<file path="src/rtl/relay_mode_sched_pkg.sv">
// relay_mode_sched_pkg: mode codes, relay framing patterns and FSM state encoding
package relay_mode_sched_pkg;

    localparam logic [2:0] SNIFFER       = 3'b000;
    localparam logic [2:0] TAGSIM_LISTEN = 3'b001;
    localparam logic [2:0] TAGSIM_MOD    = 3'b010;
    localparam logic [2:0] READER_LISTEN = 3'b011;
    localparam logic [2:0] READER_MOD    = 3'b100;
    localparam logic [2:0] FAKE_READER   = 3'b101;
    localparam logic [2:0] FAKE_TAG      = 3'b110;

    localparam logic [7:0]  READER_START_COMM  = 8'hC0;
    localparam logic [31:0] READER_END_COMM_1  = 32'h0000_0000;
    localparam logic [31:0] READER_END_COMM_2  = 32'hC000_0000;
    localparam logic [7:0]  TAG_START_COMM     = 8'hF0;
    localparam logic [23:0] TAG_END_COMM       = 24'h000000;

    typedef enum logic [1:0] {
        ST_IDLE,
        ST_LISTEN,
        ST_MOD
    } state_e;

    function automatic logic [2:0] relay_code(input logic tag, input logic mod);
        return tag ? (mod ? TAGSIM_MOD : TAGSIM_LISTEN) : (mod ? READER_MOD : READER_LISTEN);
    endfunction

endpackage

</file>
<file path="src/rtl/relay_mode_sched_deframer.sv">
// relay_mode_sched_deframer: samples the relay link once per 16 clocks and flags start/end frame patterns
module relay_mode_sched_deframer
    import relay_mode_sched_pkg::*;
#(
    parameter logic [3:0] DIV_PHASE = 4'd8
) (
    input  logic ck_1356meg,
    input  logic reset,
    input  logic relay_in,
    input  logic clr,
    output logic bit_strobe,
    output logic tap,
    output logic start_rd,
    output logic start_tg,
    output logic end_rd,
    output logic end_tg
);

    logic [1:0]  sync;
    logic [3:0]  div;
    logic [31:0] sr;
    logic [31:0] sr_n;

    assign sr_n     = {sr[30:0], sync[1]};
    assign tap      = sr[15];
    assign start_rd = bit_strobe && sr_n[23:0] == {16'h0000, READER_START_COMM};
    assign start_tg = bit_strobe && sr_n[23:0] == {16'h0000, TAG_START_COMM};
    assign end_rd   = bit_strobe && (sr_n == READER_END_COMM_1 || sr_n == READER_END_COMM_2);
    assign end_tg   = bit_strobe && sr_n[23:0] == TAG_END_COMM;

    // synchronise the link, run the bit divider and shift one sample in per strobe
    always_ff @(posedge ck_1356meg) begin
        if (reset) begin
            sync       <= '0;
            div        <= '0;
            bit_strobe <= 1'b0;
            sr         <= '0;
        end else begin
            sync       <= {sync[0], relay_in};
            div        <= div + 4'd1;
            bit_strobe <= div == DIV_PHASE;
            sr         <= clr ? '0 : bit_strobe ? sr_n : sr;
        end
    end

endmodule

</file>
<file path="src/rtl/relay_mode_sched.sv">
// relay_mode_sched: LISTEN/MOD sequencing of the HF front end in relay modes (optional RELAY_TIMEOUT_EN)
module relay_mode_sched
    import relay_mode_sched_pkg::*;
#(
    parameter logic [3:0] DIV_PHASE         = 4'd8,
    parameter logic [7:0] MOD_TIMEOUT_BYTES = 8'd64
) (
    input  logic       ck_1356meg,
    input  logic       reset,
    input  logic [2:0] cfg_mod_type,
    input  logic       relay_in,
    input  logic       ssp_dout_arm,
    input  logic       ssp_din_raw,
    output logic [2:0] mod_type,
    output logic       hisn_ssp_dout,
    output logic       din_filtered,
    output logic       bit_strobe,
    output logic       in_mod,
    output logic       timeout
);

    state_e     state, state_n;
    logic [2:0] bit_cnt, bit_cnt_n;
    logic       relay, tag, tag_q, clr, tap;
    logic       start_rd, start_tg, end_rd, end_tg, start_hit, end_hit;
`ifdef RELAY_TIMEOUT_EN
    logic [7:0] byte_cnt, byte_cnt_n;
    logic       timeout_n;
`endif

    assign relay     = cfg_mod_type == FAKE_READER || cfg_mod_type == FAKE_TAG;
    assign tag       = cfg_mod_type == FAKE_TAG;
    assign start_hit = tag ? start_tg : start_rd;
    assign end_hit   = tag ? end_tg : end_rd;

    relay_mode_sched_deframer #(.DIV_PHASE(DIV_PHASE)) u_deframer (
        .ck_1356meg (ck_1356meg),
        .reset      (reset),
        .relay_in   (relay_in),
        .clr        (clr),
        .bit_strobe (bit_strobe),
        .tap        (tap),
        .start_rd   (start_rd),
        .start_tg   (start_tg),
        .end_rd     (end_rd),
        .end_tg     (end_tg)
    );

    // mode changes restart framing; otherwise strobes drive start/end/byte-boundary decisions
    always_comb begin
        state_n   = state;
        bit_cnt_n = bit_cnt;
        clr       = 1'b0;
`ifdef RELAY_TIMEOUT_EN
        byte_cnt_n = byte_cnt;
        timeout_n  = 1'b0;
`endif
        if (!relay) begin
            state_n = ST_IDLE;
            clr     = 1'b1;
        end else if (state == ST_IDLE || tag != tag_q) begin
            state_n   = ST_LISTEN;
            clr       = 1'b1;
            bit_cnt_n = '0;
        end else if (bit_strobe) begin
            if (start_hit) begin
                state_n   = ST_MOD;
                bit_cnt_n = '0;
`ifdef RELAY_TIMEOUT_EN
                byte_cnt_n = '0;
`endif
            end else begin
                bit_cnt_n = bit_cnt + 3'd1;
                if (state == ST_MOD && bit_cnt_n == 3'd0) begin
                    if (end_hit) begin
                        state_n = ST_LISTEN;
                    end
`ifdef RELAY_TIMEOUT_EN
                    else begin
                        byte_cnt_n = byte_cnt + 8'd1;
                        if (byte_cnt_n == MOD_TIMEOUT_BYTES) begin
                            state_n   = ST_LISTEN;
                            timeout_n = 1'b1;
                        end
                    end
`endif
                end
            end
        end
    end

    // state, bit alignment and the previous relay flavour used to spot reader/tag swaps
    always_ff @(posedge ck_1356meg) begin
        tag_q <= tag;
        if (reset) begin
            state   <= ST_IDLE;
            bit_cnt <= '0;
`ifdef RELAY_TIMEOUT_EN
            byte_cnt <= '0;
            timeout  <= 1'b0;
`endif
        end else begin
            state   <= state_n;
            bit_cnt <= bit_cnt_n;
`ifdef RELAY_TIMEOUT_EN
            byte_cnt <= byte_cnt_n;
            timeout  <= timeout_n;
`endif
        end
    end

`ifndef RELAY_TIMEOUT_EN
    assign timeout = 1'b0;
`endif

    assign in_mod        = state == ST_MOD;
    assign mod_type      = (relay && state != ST_IDLE) ? relay_code(tag_q, in_mod) : cfg_mod_type;
    assign hisn_ssp_dout = relay ? tap : ssp_dout_arm;
    assign din_filtered  = ssp_din_raw & (mod_type != TAGSIM_MOD);

endmodule

</file>
<file path="config.mk">
export PLATFORM = sky130hd
export DESIGN_NAME = relay_mode_sched
export DESIGN_NICKNAME = d
export VERILOG_FILES = /design/src/rtl/relay_mode_sched_pkg.sv /design/src/rtl/relay_mode_sched_deframer.sv /design/src/rtl/relay_mode_sched.sv
export SDC_FILE = /design/constraint.sdc
export NUM_CORES = 1
export LEC_CHECK = 0
export ABC_CLOCK_PERIOD_IN_PS = 4200
export CAP_MARGIN = 20
export CORE_MARGIN = 5
export CORE_UTILIZATION = 30
export DETAILED_ROUTE_END_ITERATION = 8
export PLACE_DENSITY = 0.59
export SLEW_MARGIN = 20
export SYNTH_ARGS = -nofsm -noshare
export SYNTH_HDL_FRONTEND = slang
export SYNTH_HIERARCHICAL = 1
export SYNTH_SLANG_ARGS = --single-unit
export TNS_END_PERCENT = 5
</file>
<file path="constraint.sdc">
create_clock -name ck_1356meg -period 4.2 [get_ports ck_1356meg]
set_input_delay 0.63 -clock ck_1356meg [delete_from_list [all_inputs] [get_ports ck_1356meg]]
set_output_delay 0.63 -clock ck_1356meg [all_outputs]
set_load 0.02 [all_outputs]
</file>
# After elaboration in Yosys (flattened, before gate mapping)
# Index checks and enable logic that the tools add are counted.
# word_totals
input_bits	8
reg_bits	44
wordCells	63
out_inout_bits	8
# op_classes
n_reduce_logical	25
addsub	2
eq_ne	9
bitwise_logic	2
muxes	17
# op_table
operator	count
24-bit by 8-bit equality test with 1-bit output (second input constant)	2
32-bit equality test (second input constant)	1
32-bit zero test	1
24-bit zero test	1
3-bit 2-to-1 mux	6
2-bit 2-to-1 mux	4
2-bit nonzero test	4
1-bit 2-to-1 mux	7
3-bit equality test (second input constant)	2
1-bit logical AND	6
3-bit AND reduction	2
3-bit nonzero test	2
4-bit by 1-bit adder with 4-bit output (second input constant)	1
4-bit equality test (second input constant)	1
2-bit OR reduction	2
3-bit by 1-bit adder with 3-bit output (second input constant)	1
3-bit zero test	1
1-bit logical OR	3
3-bit by 2-bit inequality test with 1-bit output (second input constant)	1
3-bit OR reduction	1
2-bit equality test (second input constant)	1
2-bit zero test	1
2-bit AND reduction	1
1-bit bitwise AND	1
other kinds (2)	2

# Longest topological paths before layout
# Gate-level depths: netlist (run 1).
# logic_depth
word_depth	9
ltp_mapped	9

# Cells and area by module
# Netlist (run 1), hierarchy kept.
# modules_own_cells
mod	area_per_inst_um2	cells_each	instances	seq_area_each_um2
relay_mode_sched_deframer	1475.2	144	1	760.7
relay_mode_sched	559.3	67	1	120.1

# Worst setup path after synthesis (run 1)
# No wires, ideal clock.
# synth_path
kind	in2out
from	input cfg_mod_type[1]
to	output din_filtered
path_buffers	1
required_time_ns	3.570
setup_slack_ns	1.786
t_arrival_ns	1.784
cell_stages	4
path_cell_list	buf_2 xor2_1 a31oi_1 o21a_1
# synth_between
elab_chain_len	6
# synth_rtl
element	line_no	rtl
start, declared	relay_mode_sched.sv:10	input logic [2:0] cfg_mod_type,
3-bit equality test	relay_mode_sched.sv:31	assign relay = cfg_mod_type == FAKE_READER || cfg_mod_type == FAKE_TAG;
1-bit logical OR (*)	relay_mode_sched.sv:31	
1-bit logical AND (*)	relay_mode_sched.sv:117	assign mod_type = (relay && state != ST_IDLE) ? relay_code(tag_q, in_mod) : cfg_mod_type;
3-bit 2-to-1 mux (*)	relay_mode_sched.sv:117	
via mod_type[2]	relay_mode_sched.sv:14	output logic [2:0] mod_type,
3-bit by 2-bit inequality test with 1-bit output (*)	relay_mode_sched.sv:119	assign din_filtered = ssp_din_raw & (mod_type != TAGSIM_MOD);
1-bit bitwise AND (*)	relay_mode_sched.sv:119	
end, declared	relay_mode_sched.sv:16	output logic din_filtered,
# Mark *: on every way through the listed nets, which the timed path passes. The rest lies on a longest branch.

# Final worst setup path (run 1)
# layout_path
from	input cfg_mod_type[1]
to	output hisn_ssp_dout
# layout_between
elab_chain_len	3
# layout_rtl
element	line_no	rtl
3-bit equality test	relay_mode_sched.sv:31	
1-bit logical OR (*)	relay_mode_sched.sv:31	
1-bit 2-to-1 mux (*)	relay_mode_sched.sv:118	assign hisn_ssp_dout = relay ? tap : ssp_dout_arm;
end, declared	relay_mode_sched.sv:15	output logic hisn_ssp_dout,
# Mark *: on every way between the ends. The rest lies on a longest branch, timed or not.

==> results.ini, run 1 <==
[logic_synthesis]
synth.distinct_cells = 44
synthesis.instances = 211
synth_nets = 224
synth-compound-area-share_pct = 8.364
synth_ff_type = dfxtp_1
synth-seq-area-share_pct = 43.30
synth_top_family_by_area = simple AND/OR/NAND/NOR gates
synth.avg_cell_area_um2 = 9.642
netlist_area_mm2 = 0.002034
synthSimpleGateAreaFrac_pct = 20.85
synth_edf_count = 0
async_flop_share_pct = 0
synthMuxAreaShare_pct = 16.85
synth_warnings = 6
synth_fa_ha_area_share_pct = 3.075
ys_ff_latch = 44
synthXorXnorAreaFrac_pct = 2.583

[placement]
routabilityCongestion = 0.7583
port_buffers = 14
place_area_mm2 = 0.002216
place_ws_ps = 858.7
dpl.hpwl_um = 2436

[grt]
grt_max_degree = 32
grt_antenna_before_repair = 0
grt.total_usage_pct = 8.755
grt_pass1_vias = 1355
grt-ovfl-total = 0
grt_first_pass_wirelength_um = 6120

[sta]
period_needed_ps = 3344
slew_headroom_pct = 61.41
fin_crit_sh_pct = 79.61
tightest_slew_ps = 578.8
finalWorstSetupSlack_ps = 856.3
fmax_mhz = 299.1
drv_slew = 0
hold_viol = 0
fin_setup_tns_ps = 0
setup_viol = 0
finClkSkew_ps = 5.283
rsz0062_at_grt = false

[clock_network]
cts_tree = built
cts_post_setup_buffers_inserted = 0
htreeDepth = 2
cts_resized = 0
cts_root_buf = clkbuf_8
clk_latency_ps = 300
cts_hold_buffers = 0
numCtsBuffers = 5
clkSlewWorstSetupHoldPaths_ps = 80
cts.sinks = 44
clk_path_buf_depth = 2

[finish]
drive_gt1_share_pct = 9.955
final_area_mm2 = 0.002337
syn_to_final_growth_pct = 14.88
final_nets = 233
final_common_cell = dfxtp_1
antenna_cells = 0
final_cell_mix = dfxtp_1 (43), nor2_1 (40), mux2i_1 (32), clkdlybuf4s50_1 (14)

[routing]
via_per_inst = 4.771
drc = 0
drtAntennaViolNets = 0
wl_um = 3472
drtIter0Drc = 38
dr_wl_met2_um = 1596
wl_met3_um = 115
met1_length_um = 1711
vias = 1436
topRoutingLayerUsed = met4
dr.pass1.iters = 4
wire_per_inst_um = 11.53

[power_and_ir_drop]
pwr-share-comb_pct = 6.9
p_sw_share_pct = 21.43
seqPwrFrac_pct = 52.0
leakage_nw = 0.7514
clkPwrFrac_pct = 41.1
p_int_mw = 0.6423
powerDensity_mw_per_mm2 = 349.8
finalPower_mw = 0.8175
vdd_drop_max_mv = 0.2143
p_sw_mw = 0.1752

[die]
core-area_mm2 = 0.006681
die_w_um = 92.35
dieArea_mm2 = 0.008529
ios = 16
die_h_um = 92.35
row_count = 30
initial_core_util_pct = 30.45

[critical_path]
critPathRequiredTime_ps = 3570
cp.arrival_ps = 2710
path_max_fanout = 10
rr_worst_depth = 6
cpMaxStageDelayCell = clkdlybuf4s50_1
path_class = input pin to output pin
reg2reg_slack_ps = 2120
path_cells = clkdlybuf4s50_1 -> xor2_1 -> nand2_1 -> mux2_2 -> clkdlybuf4s50_1
critPathLaunchType = input pin
rr_startpoint = u_deframer/bit_strobe
critical_path.startpoint = cfg_mod_type[1]
critPathMostFrequentCell = clkdlybuf4s50_1
max_stage_delay_ps = 720
cp-end-kind = output pin
reg2reg_to = state[1]

[min_path]
holdPathEnd = u_deframer/sync[1]
min_from = u_deframer/sync[0]
whs_path_depth = 1
hold_class = flop to flop

[flow_run]
maxCapViolations = 0

[status]
status = finished clean

-- worst max path at each step --
| stage | endpoint | slack [ps] | cells after the start |
|---|---|---|---|
| 2_1_floorplan | din_filtered | 1790 | 4 |
| 5_1_grt | hisn_ssp_dout | 730 | 5 |
| 4_1_cts | hisn_ssp_dout | 840 | 5 |
| 3_3_place_gp | hisn_ssp_dout | 870 | 5 |
| 6_report | hisn_ssp_dout | 860 | 5 |
| 3_5_place_dp | hisn_ssp_dout | 860 | 5 |
-- cell families (layout without fill, tap and decap cells) --
kind of cell | Yosys count | count (layout)
simple gates | 78 | 78
flops | 44 | 44
mux | 34 | 34
compound gates | 22 | 22
buf+inv | 21 | 31
xor+xnor | 6 | 6
fa+ha+maj | 5 | 5
other cells | 1 | 1
-- layer usage --
layer	GRT usage, %	vias to the layer above
li1	-	745
met1	11.26	665
met2	13.90	20
met3	2.437	6
met4	3.342	0
met5	0	-
-- area by class of cell --
cell class	instances	area, um2
Multi-Input combinational cell	146	1056
Sequential cell	44	882.1
Tap cell	80	100.1
Fill cell	684	4344
Timing Repair Buffer	15	147.6
Inverter	8	30.03
Clock buffer	6	82.58
Clock inverter	2	38.79
-- flip-flops by register name (all words and copies together) (netlist names) --
register and count:
state 2, u_deframer/sr 31, u_deframer/bit_strobe 1, bit_cnt 3, tag_q 1, u_deframer/sync 2
u_deframer/div 4
-- critical path, delay by kind of cell --
kind          cells  cell delay [ps]
buf+inv           2             1310
xor+xnor          1              320
simple gates      1              180
mux               1              260
-- power by group through the flow --
stage / Clock [mW] / Sequential, mW / Combinational [mW]
after floorplan: 0 / 0.434 / 0.0384
after global placement: 0 / 0.435 / 0.0560
after detailed placement: 0 / 0.435 / 0.0562
after CTS: 0.350 / 0.425 / 0.0566
after global routing: 0.368 / 0.426 / 0.0623
final: 0.336 / 0.425 / 0.0561
-- Yosys cell counts, types with 2 or more instances --
library cell,number,area [um2]
mux2i_1,32,320.3
dfxtp_1,44,880.8
and3_1,2,12.51
nor4_1,3,18.77
o21ai_0,3,15.01
nor2b_1,4,25.02
clkbuf_1,2,7.510
xnor2_1,4,35.03
ha_1,5,62.56
a22o_1,2,17.52
nand2_1,7,26.28
a21oi_1,4,20.02
nor2_1,40,150.1
xor2_1,2,17.52
nand4_1,2,12.51
nand3_1,3,15.01
nor4_2,2,25.02
inv_1,7,26.28
o31ai_1,3,22.52
or2_2,2,12.51
a31oi_1,3,18.77
nor3_1,4,20.02
buf_4,2,15.01
buf_2,9,45.04
-- stage by stage --
stage          hold slack (ps)  utilization (%)  cells
2_1_floorplan            413.8                -    211
3_3_place_gp             418.4            33.16    293
3_5_place_dp             428.1            33.16    293
4_1_cts                  446.9            34.98    301
5_1_grt                  472.3            34.98    301
6_report                 444.5            34.98    301
Note: power is estimated with default switching activity, not from simulation.
==> inputs of run 2 (changes only) <==
--- a/config.mk
+++ b/config.mk
@@ -5,12 +5,12 @@
 export SDC_FILE = /design/constraint.sdc
 export NUM_CORES = 1
 export LEC_CHECK = 0
-export ABC_CLOCK_PERIOD_IN_PS = 4200
+export ABC_CLOCK_PERIOD_IN_PS = 2700
 export CAP_MARGIN = 20
 export CORE_MARGIN = 5
 export CORE_UTILIZATION = 30
 export DETAILED_ROUTE_END_ITERATION = 8
-export PLACE_DENSITY = 0.59
+export PLACE_DENSITY = 0.6
 export SLEW_MARGIN = 20
 export SYNTH_ARGS = -nofsm -noshare
 export SYNTH_HDL_FRONTEND = slang
==> constraint.sdc (replaced) <==
create_clock -name ck_1356meg -period 2.7 [get_ports ck_1356meg]
set_input_delay 0.405 -clock ck_1356meg [delete_from_list [all_inputs] [get_ports ck_1356meg]]
set_output_delay 0.405 -clock ck_1356meg [all_outputs]
set_load 0.02 [all_outputs]
==> results.ini, run 2 (synthesis gave the netlist of run 1 again) <==
[die]
initial_core_util_pct = 30.45
die_h_um = 92.35
die_w_um = 92.35
dieArea_mm2 = 0.008529
row_count = 30
ios = 16
core-area_mm2 = 0.006681

[grt]
grt.total_usage_pct = 8.865
grt_first_pass_wirelength_um = 6237
grt_max_degree = 38
grt_pass1_vias = 1385
grt-ovfl-total = 0
grt_antenna_before_repair = 0

[placement]
routabilityCongestion = 0.7728
port_buffers = 14
dpl.hpwl_um = 2511

[power_and_ir_drop]
leakage_nw = 0.7696
powerDensity_mw_per_mm2 = 488.2
vdd_drop_max_mv = 0.3040

[sta]
slew_headroom_pct = 61.94
finClkSkew_ps = 5.059
drv_slew = 0
fmax_mhz = 393.4
rsz0062_at_grt = false
hold_viol = 0
tightest_slew_ps = 570.9
hold_ws_ps = 437.3
fin_setup_tns_ps = 0
period_needed_ps = 2542
fin_crit_sh_pct = 94.15
setup_viol = 0

[critical_path]
critPathRequiredTime_ps = 2300
reg2reg_to = state[1]
path_buf_inv = 2
path_class = input pin to output pin
reg2reg_slack_ps = 700
cp-end-kind = output pin
critPathMostFrequentCell = clkdlybuf4s50_1
cp.arrival_ps = 2140
max_stage_delay_ps = 600
rr_worst_depth = 6
path_cells = clkdlybuf4s50_1 -> xor2_1 -> nand2_1 -> mux2_2 -> clkdlybuf4s50_1
critPathLaunchType = input pin
path_max_fanout = 2
rr_startpoint = u_deframer/sr[20]
cpMaxStageDelayCell = clkdlybuf4s50_1
crit_family = buffers and inverters

[clock_network]
cts.sinks = 44
cts_tree = built
cts_root_buf = clkbuf_8
clk_path_buf_depth = 2
clkSlewWorstSetupHoldPaths_ps = 70
numCtsBuffers = 5
cts_hold_buffers = 0
htreeDepth = 2
clk_latency_ps = 290

[routing]
dr.pass1.iters = 4
wl_um = 3629
via_per_inst = 4.807
wire_per_inst_um = 11.86
vias = 1471
drtAntennaViolNets = 0
drc = 0
drtIter0Drc = 69

[min_path]
min_from = u_deframer/sync[0]
holdPathEnd = u_deframer/sync[1]
whs_path_depth = 1
hold_class = flop to flop

[finish]
drive_gt1_share_pct = 11.95
final_common_cell = dfxtp_1
syn_to_final_growth_pct = 15.25
regMostFlops = u_deframer/sr
antenna_cells = 0
final_nets = 239
final_cell_mix = dfxtp_1 (43), nor2_1 (40), mux2i_1 (32), clkdlybuf4s50_1 (13)
reg_top3 = u_deframer/sr (31), u_deframer/div (4), bit_cnt (3)
largest_reg_flops = 31

[status]
status = finished clean

[flow_run]
maxCapViolations = 0

## run 2: cell count changes in the layout (fill, tap and decap cells not counted)
| cell | before | now |
|---|---|---|
| clkbuf_8 | 6 | 5 |
| dlymetal6s2s_1 | 0 | 1 |
| clkinv_4 | 1 | 0 |
| clkinv_2 | 0 | 1 |
| bufinv_16 | 1 | 0 |
| buf_4 | 1 | 7 |
| clkdlybuf4s50_1 | 14 | 13 |
| clkinvlp_4 | 0 | 1 |
## run 2: report_power, final
part | total, mW | internal (mW) | switching, mW
Sequential | 0.661 | 0.655 | 0.00587
Clock | 0.386 | 0.175 | 0.211
Combinational | 0.0976 | 0.0484 | 0.0492
Total | 1.14 | 0.879 | 0.266
## run 2: routing by layer
metal	track usage (%)	up-vias	routed length [um]
met3	2.275	8	103
met2	14.08	16	1699
met5	0	-	0
met1	11.39	693	1765
met4	3.713	0	61
li1	-	754	-
## run 2: how the worst max path moves through the flow
stage | start | to | slack (ps) | cells after the start
finish | cfg_mod_type[1] | hisn_ssp_dout | 160 | 5
global route | cfg_mod_type[0] | hisn_ssp_dout | 50 | 5
CTS | state[1] | din_filtered | 70 | 7
detailed placement | cfg_mod_type[0] | din_filtered | 130 | 7
global placement | cfg_mod_type[0] | din_filtered | 150 | 7
floorplan | state[1] | din_filtered | 620 | 6
## run 2: what timing repair did
action,CTS,global route
setup endpoints to repair,0,1
gates resized for setup,0,1
setup buffers,0,0
## run 2: cell type report
cell class                      count  area [um2]
Fill cell                         695        4337
Multi-Input combinational cell    146        1056
Sequential cell                    44       882.1
Timing Repair Buffer               21       195.2
Tap cell                           80       100.1
Clock buffer                        5       68.82
Inverter                            8       30.03
Clock inverter                      2       12.51
## run 2: through the flow
stage	cell area (um2)	total power [mW]	instances	util, %	worst slack (ps)
floorplan	2034	0.7351	211	-	615.9
global placement	2261	0.7737	299	33.84	152.6
detailed placement	2261	0.7741	299	33.84	134.1
CTS	2342	1.166	306	35.06	67.39
global route	2345	1.206	306	35.09	54.47
finish	2345	1.145	306	35.09	158.0
